## src/rtl/uart_tx.sv

```systemverilog
// 8N1 UART transmitter with a free-running 16x oversampling tick generator.
// Data is shifted out LSB first from a byte captured when the request is accepted.
module uart_tx #(
    parameter int unsigned DBIT    = 8,
    parameter int unsigned SB_TICK = 16,
    parameter int unsigned M       = 163,
    parameter int unsigned N       = 8
) (
    input  logic            clk,
    input  logic            reset,
    input  logic            tx_start,
    input  logic [DBIT-1:0] din,
    output logic            tx,
    output logic            tx_done_tick,
    output logic            tx_busy
);

    localparam int unsigned SW = (SB_TICK > 16) ? $clog2(SB_TICK) : 4;
    localparam int unsigned NW = (DBIT > 1) ? $clog2(DBIT) : 1;

    typedef enum logic [1:0] {StIdle, StStart, StData, StStop} state_e;

    state_e          state_q, state_d;
    logic [N-1:0]    cnt_q, cnt_d;
    logic [SW-1:0]   s_q, s_d;
    logic [NW-1:0]   n_q, n_d;
    logic [DBIT-1:0] b_q, b_d;
    logic            tx_q, tx_d;
    logic            s_tick;
    logic            done;

    // Baud generator is never restarted by a request, so frame start may jitter by M-1 clocks.
    assign s_tick = (cnt_q == N'(M - 1));
    assign cnt_d  = s_tick ? '0 : cnt_q + 1'b1;

    always_comb begin
        state_d = state_q;
        s_d     = s_q;
        n_d     = n_q;
        b_d     = b_q;
        done    = 1'b0;
        unique case (state_q)
            StIdle: begin
                if (tx_start) begin
                    b_d     = din;
                    s_d     = '0;
                    state_d = StStart;
                end
            end
            StStart: begin
                if (s_tick) begin
                    if (s_q == SW'(15)) begin
                        s_d     = '0;
                        n_d     = '0;
                        state_d = StData;
                    end else begin
                        s_d = s_q + 1'b1;
                    end
                end
            end
            StData: begin
                if (s_tick) begin
                    if (s_q == SW'(15)) begin
                        s_d = '0;
                        b_d = b_q >> 1;
                        if (n_q == NW'(DBIT - 1)) begin
                            state_d = StStop;
                        end else begin
                            n_d = n_q + 1'b1;
                        end
                    end else begin
                        s_d = s_q + 1'b1;
                    end
                end
            end
            StStop: begin
                if (s_tick) begin
                    if (s_q == SW'(SB_TICK - 1)) begin
                        done    = 1'b1;
                        state_d = StIdle;
                    end else begin
                        s_d = s_q + 1'b1;
                    end
                end
            end
            default: state_d = StIdle;
        endcase
    end

    // Line level follows the next state so tx comes straight from a flop.
    always_comb begin
        tx_d = 1'b1;
        unique case (state_d)
            StStart: tx_d = 1'b0;
            StData:  tx_d = b_d[0];
            default: tx_d = 1'b1;
        endcase
    end

    always_ff @(posedge clk or negedge reset) begin
        if (!reset) begin
            state_q <= StIdle;
            cnt_q   <= '0;
            s_q     <= '0;
            n_q     <= '0;
            b_q     <= '0;
            tx_q    <= 1'b1;
        end else begin
            state_q <= state_d;
            cnt_q   <= cnt_d;
            s_q     <= s_d;
            n_q     <= n_d;
            b_q     <= b_d;
            tx_q    <= tx_d;
        end
    end

    // Done pulse is same-cycle so a host holding tx_start sees exactly one idle clock.
    assign tx           = tx_q;
    assign tx_done_tick = done;
    assign tx_busy      = (state_q != StIdle);

endmodule

```

## config.mk

```make
export PLATFORM = sky130hd
export DESIGN_NAME = uart_tx
export DESIGN_NICKNAME = d
export VERILOG_FILES = /design/src/rtl/uart_tx.sv
export SDC_FILE = /design/constraint.sdc
export NUM_CORES = 1
export LEC_CHECK = 0
export ABC_AREA = 0
export BUFFER_PORTS_ARGS = -buffer_cell sky130_fd_sc_hd__buf_4
export CORE_MARGIN = 3
export CORE_UTILIZATION = 46
export DETAILED_ROUTE_END_ITERATION = 10
export GPL_TIMING_DRIVEN = 0
export PLACE_DENSITY = 0.71
export SLEW_MARGIN = 20
export SYNTH_ARGS = -nofsm -noshare
export SYNTH_HDL_FRONTEND = slang
export SYNTH_SLANG_ARGS = --single-unit
```

## constraint.sdc

```tcl
create_clock -name clk -period 2.55 [get_ports clk]
set_clock_uncertainty 0.2 [all_clocks]
set_input_delay 0.1275 -clock clk [delete_from_list [all_inputs] [get_ports clk]]
set_output_delay 0.1275 -clock clk [all_outputs]
set_load 0.02 [all_outputs]
```

==> impl_metrics.tcl, run 1 <==
set metrics [dict create \
    fin_crit_ps 2390 \
    clock.fmax_mhz 419 \
    antenna_found_initial 0 \
    drc_errors 0 \
    place_congestion 0.751 \
    initial_core_util_pct 49.2 \
    die_area_um2 4050 \
    synth.top_cell.area_share_pct 41.0 \
    setup_viol_count_final 0 \
    use_met2_pct 29.7 \
    syn_inst 162 \
    drtAntennaViolNets 0 \
    synthTopCellsByCount "25 x dfrtp_1, 24 x nand2_1, 18 x nor2_1" \
    grt_util_met3_pct 4.28 \
    seq_power_share_pct 63.6 \
    first_iter_violations 40 \
    syn-cell-area_um2 1530 \
    hpwlAfterDp_um 2250 \
    numCtsBuffers 3 \
    pwr-share-comb_pct 4.9 \
    crit_type "flip-flop to flip-flop" \
    synth.top_cells.by_area "dfrtp_1 41%, ha_1 8.2%, nand2_1 5.9%" \
    p_clk_share_pct 31.5 \
    antenna_cells 0 \
    post-route-period-util_pct 93.6 \
    drv_cap 0 \
    drive_gt1_share_pct 19.7 \
    grt_pass1_wl_um 5550 \
    status "completed" \
    start_kind "flip-flop" \
    slew_headroom_pct 65.2 \
    dpl_cell_area_um2 1680 \
    synth_top_area_cell "dfrtp_1" \
    synth-seq-cells 26 \
    routedWlPerCell_um 13.6 \
    critPathMaxFanout 8 \
    cts_tree "yes" \
    ir_drop_v 0.000217 \
    holdWs_ps 21.9 \
    p_sw_mw 0.130 \
    crit_required_ps 2560 \
    clkTransAtPathRegs_ps 140 \
    synthToLayoutAreaGrowth_pct 18.8 \
    drv_slew 0 \
    grt.busiest_layer "met2" \
    finalSetupTns_ps 0 \
    syn_area_per_cell_um2 9.43 \
    ys_types 43 \
    vias 1259 \
    clock_latency_ps 320 \
    cts.path.max_buffers 2 \
    stdcell_area_um2 1820 \
    fp.coreArea_um2 3100 \
    tightest_slew_ps 517 \
    firstDrtPassIters 4 \
    num-fill-cells 307 \
    yosys_warnings 0 \
    p_leak_nw 0.811 \
    p_per_area_nw_per_um2 357 \
    dieHeight_um 63.6 \
    std_cell_rows 20 \
    rsz0062_at_grt "no" \
    fin_nets 210 \
    ys.flop_type "dfrtp_1" \
    dieWidth_um 63.6 \
    totalWireLength_um 3150 \
    p_int_mw 0.518 \
    hold_viol_final 0 \
    grt_start_max_net_pins 27 \
    yosys.cell_count.top_type "dfrtp_1" \
    async_flop_share_pct 100 \
    syn_nets 183 \
    crit_path_end_kind "flip-flop" \
    port_buffers 13 \
    synth_edf_count 0 \
    grt_use_total_pct 17.0 \
    hold_class "input port to flip-flop" \
    grt_pass1_vias 1244 \
    cp.arrival_ps 2400 \
    cts_htree_levels 1 \
    grt-ovfl-total 0 \
    swShare_pct 20.1 \
    cts.sinks 26 \
    ios 14 \
    ys_seq_area_share_pct 42.7 \
    ctsRootBufferMaster "clkbuf_4" \
    routed_via_density 5.43 \
    met1_usage_pct 20.5 \
]
## final timing paths
kind                                     from            endpoint  slack (ps)  depth (start not counted)
min in group asynchronous               reset  s_q[3]$_DFFE_PN0P_          40                          2
hold / removal                         din[0]    b_q[0]$_DFF_PN0_          20                          4
setup / recovery           cnt_q[1]$_DFF_PN0_  s_q[2]$_DFFE_PN0P_         160                          7
setup reg to reg           cnt_q[1]$_DFF_PN0_  s_q[2]$_DFFE_PN0P_         160                          7
max in group asynchronous               reset        tx$_DFF_PN1_        1810                          2
hold reg to reg            cnt_q[0]$_DFF_PN0_  cnt_q[0]$_DFF_PN0_         270                          1
## worst max-delay path, stage by stage, from the launching register on
cell and delay [ps]:
dfrtp_1 450, ha_1 180, nand4b_1 220, or2_2 340
buf_2 180, a211oi_2 200, o22ai_1 150, a221o_1 370
## power groups by stage
stage | clock, mW | sequential [mW] | combinational, mW
floorplan | 0 | 0.420 | 0.00116
global placement | 0 | 0.420 | 0.0215
detailed placement | 0 | 0.420 | 0.0223
CTS | 0.216 | 0.412 | 0.0317
global route | 0.235 | 0.413 | 0.0347
finish | 0.204 | 0.412 | 0.0319
## layer usage
| metal | vias to the layer above | wire, µm |
|---|---|---|
| met2 | 14 | 1640 |
| met1 | 621 | 1390 |
| met3 | 2 | 97 |
| met5 | - | 0 |
| li1 | 622 | - |
| met4 | 0 | 24 |
## area by class of cell
type / instances / area [µm²] / area share, %
buffer: 7 / 50.0 / 2.76
clock buffer: 4 / 36.3 / 2.00
inverter: 5 / 18.8 / 1.03
multi-input combinational: 124 / 818 / 45.1
sequential: 26 / 652 / 35.9
tap: 44 / 55.1 / 3.03
timing repair buffer: 22 / 185 / 10.2
## cell families after synthesis
family | share of synthesized area [%]
buffers and inverters | 4.50
AND/OR/NAND/NOR | 22.0
multiplexers | 2.78
adder cells (fa/ha/maj) | 8.19
XOR/XNOR | 3.44
AO/OA/AOI/OAI | 16.4
flip-flops | 42.7
## placed cells by master, fill, tap and decap left out, drive strengths merged, types with 2 or more instances in the layout
cell type | synthesis | layout
a21oi | 6 | 6
a22o | 5 | 5
a22oi | 2 | 2
and2 | 2 | 2
and3 | 2 | 2
buf | 5 | 19
clkbuf | 2 | 6
dfrtp | 25 | 25
dlygate4sd3 | 0 | 8
ha | 10 | 10
inv | 5 | 5
mux2 | 2 | 2
mux2i | 2 | 2
nand2 | 24 | 24
nand3 | 6 | 6
nand4 | 2 | 2
nand4b | 2 | 2
nor2 | 18 | 18
nor4 | 2 | 2
o21ai | 13 | 13
o31ai | 2 | 2
or2 | 3 | 3
or3 | 2 | 2
xnor2 | 6 | 6
## metrics by stage
stage / utilization [%] / std cells / power (mW) / setup WS [ps]
after global placement: 54.2 / 219 / 0.442 / 188
final: 58.5 / 232 / 0.648 / 162
after detailed placement: 54.2 / 219 / 0.442 / 139
after floorplan: - / 162 / 0.421 / 334
after CTS: 57.9 / 231 / 0.660 / 105
after global routing: 58.5 / 232 / 0.683 / 39.7
## registers in the layout, indices dropped and copies added (netlist names)
name and flops:
b_q 8, cnt_q 8, n_q 3, s_q 4, state_q 2, tx 1
## repair_timing
action | 4_1_cts | 5_1_grt
setup buffers | 0 | 1
hold buffers | 8 | 0
gates resized for setup | 0 | 2
endpoints found under the hold margin | 33 | 0
setup endpoints to repair | 0 | 5
Note: power is estimated with default switching activity, not from simulation.
==> run 2, diff against run 1 <==
--- a/config.mk
+++ b/config.mk
@@ -8,10 +8,10 @@
 export ABC_AREA = 0
 export BUFFER_PORTS_ARGS = -buffer_cell sky130_fd_sc_hd__buf_4
 export CORE_MARGIN = 3
-export CORE_UTILIZATION = 46
+export CORE_UTILIZATION = 49
 export DETAILED_ROUTE_END_ITERATION = 10
 export GPL_TIMING_DRIVEN = 0
-export PLACE_DENSITY = 0.71
+export PLACE_DENSITY = 0.75
 export SLEW_MARGIN = 20
 export SYNTH_ARGS = -nofsm -noshare
 export SYNTH_HDL_FRONTEND = slang
==> impl_metrics.tcl, run 2 (synthesis gave the netlist of run 1 again) <==
set metrics [dict create \
    p_per_area_nw_per_um2 366 \
    ios 14 \
    crit_type "flip-flop to flip-flop" \
    tightest_slew_ps 509 \
    cts_tree "yes" \
    dieWidth_um 61.8 \
    crit_slowest_cell "dfrtp_1" \
    totalWireLength_um 3090 \
    clock.fmax_mhz 415 \
    synthToLayoutAreaGrowth_pct 17.4 \
    fp.coreArea_um2 2850 \
    place_congestion 0.824 \
    numCtsBuffers 3 \
    fin_crit_ps 2410 \
    antenna_cells 0 \
    critPathMaxFanout 9 \
    slew_headroom_pct 65.8 \
    vias 1280 \
    holdWs_ps 16.7 \
    die_area_um2 3820 \
    status "completed" \
    post-route-period-util_pct 94.4 \
    slowest_delay_ps 430 \
    hold_viol_final 0 \
    routedWlPerCell_um 14.1 \
    firstDrtPassIters 4 \
    start_kind "flip-flop" \
    cts.path.max_buffers 2 \
    grt_pass1_wl_um 5100 \
    p_leak_nw 0.811 \
    reg2reg_depth 8 \
    layout_commonest_cell "dfrtp_1" \
    finalSetupTns_ps 0 \
    rsz0062_at_grt "no" \
    first_iter_violations 79 \
    final_cell_mix "25 x dfrtp_1, 24 x nand2_1, 18 x nor2_1, 16 x buf_4, 10 x ha_1" \
    port_buffers 13 \
    hold_class "input port to async pin" \
    worstPathCellList "inv_1 > ha_1 > buf_4 > or3b_1 > or4_1 > a22oi_1 > nor2_1 > mux2i_1" \
    hpwlAfterDp_um 2250 \
    ir_drop_v 0.000222 \
    fin_nets 210 \
    crit_path_end_kind "flip-flop" \
    cts.sinks 26 \
    clock_latency_ps 330 \
    cp.arrival_ps 2480 \
    drtAntennaViolNets 0 \
    grt_use_total_pct 18.1 \
    setup_viol_count_final 0 \
    fin_util_pct 62.9 \
    grt_pass1_vias 1170 \
    ff2ff_setup_slack_ps 140 \
    dieHeight_um 61.8 \
    r2r_start "state_q[0]$_DFF_PN0_" \
    std_cell_rows 19 \
    grt_start_max_net_pins 27 \
    ctsRootBufferMaster "clkbuf_4" \
    clkTransAtPathRegs_ps 140 \
    top_regs "b_q x8, cnt_q x8, s_q x4" \
    drc_errors 0 \
    crit_required_ps 2620 \
    initial_core_util_pct 53.6 \
    drv_cap 0 \
    regToRegEndpoint "tx$_DFF_PN1_" \
    drv_slew 0 \
    drive_gt1_share_pct 19.1 \
    antenna_found_initial 0 \
    grt-ovfl-total 0 \
    cts_htree_levels 1 \
    routed_via_density 5.84 \
]
## run 2: cell types whose count changed in the layout (fill, tap and decap cells not counted)
cell     previous run  this run
a22oi_1             1         2
a22oi_2             1         0
## run 2: final cells by class
class                   instances  area [µm²]
flip-flops and latches         26         652
fillers                       239        1060
repair buffers                 22         185
clock buffers                   4        36.3
plain buffers                   7        50.0
inverters                       5        18.8
well taps                      31        38.8
multi-input cells             124         813
## run 2: worst max-delay path, delay by kind of cell, from the launching register on
| kind | cells | cell delay (ps) |
|---|---|---|
| muxes | 1 | 140 |
| DFF | 1 | 430 |
| and+or+nand+nor | 3 | 820 |
| AOI/OAI and AO/OA | 1 | 280 |
| buffers and inverters | 2 | 260 |
| adders and majority gates | 1 | 210 |
## run 2: worst max-delay path by stage
stage | from | end | slack [ps] | cells after the start
floorplan | cnt_q[0]$_DFF_PN0_ | b_q[4]$_DFFE_PN0P_ | 330 | 9
global placement | cnt_q[0]$_DFF_PN0_ | b_q[6]$_DFFE_PN0P_ | 180 | 9
detailed placement | cnt_q[0]$_DFF_PN0_ | s_q[0]$_DFFE_PN0P_ | 80 | 7
CTS | cnt_q[0]$_DFF_PN0_ | s_q[0]$_DFFE_PN0P_ | 30 | 7
global route | state_q[0]$_DFF_PN0_ | tx$_DFF_PN1_ | 3 | 8
finish | state_q[0]$_DFF_PN0_ | tx$_DFF_PN1_ | 140 | 8
## run 2: repair_timing
action / 4_1_cts / 5_1_grt
setup endpoints to repair: 0 / 11
setup buffers: 0 / 1
gates resized for setup: 0 / 1
endpoints found under the hold margin: 33 / 0
hold buffers: 8 / 0
## run 2: routing by layer
layer	wire length (µm)	vias to the layer above	track usage, %
met1	1430	620	24.4
li1	-	626	-
met3	138	4	1.86
met2	1490	30	29.7
met4	34	0	7.27
met5	0	-	0
## run 2: power by group
part           internal (mW)  leakage (nW)  switching [mW]
registers              0.412         0.330               0
clock network         0.0876        0.0210           0.125
logic                 0.0186         0.460          0.0124
total                  0.519         0.811           0.138
## run 2: through the flow
| step | cells | setup slack, ps | area [µm²] | power (mW) |
|---|---|---|---|---|
| 2_1_floorplan | 162 | 334 | 1530 | 0.421 |
| 3_3_place_gp | 206 | 180 | 1660 | 0.442 |
| 3_5_place_dp | 206 | 80.3 | 1660 | 0.442 |
| 4_1_cts | 218 | 29.9 | 1780 | 0.662 |
| 5_1_grt | 219 | 3.15 | 1790 | 0.678 |
| 6_report | 219 | 143 | 1790 | 0.656 |
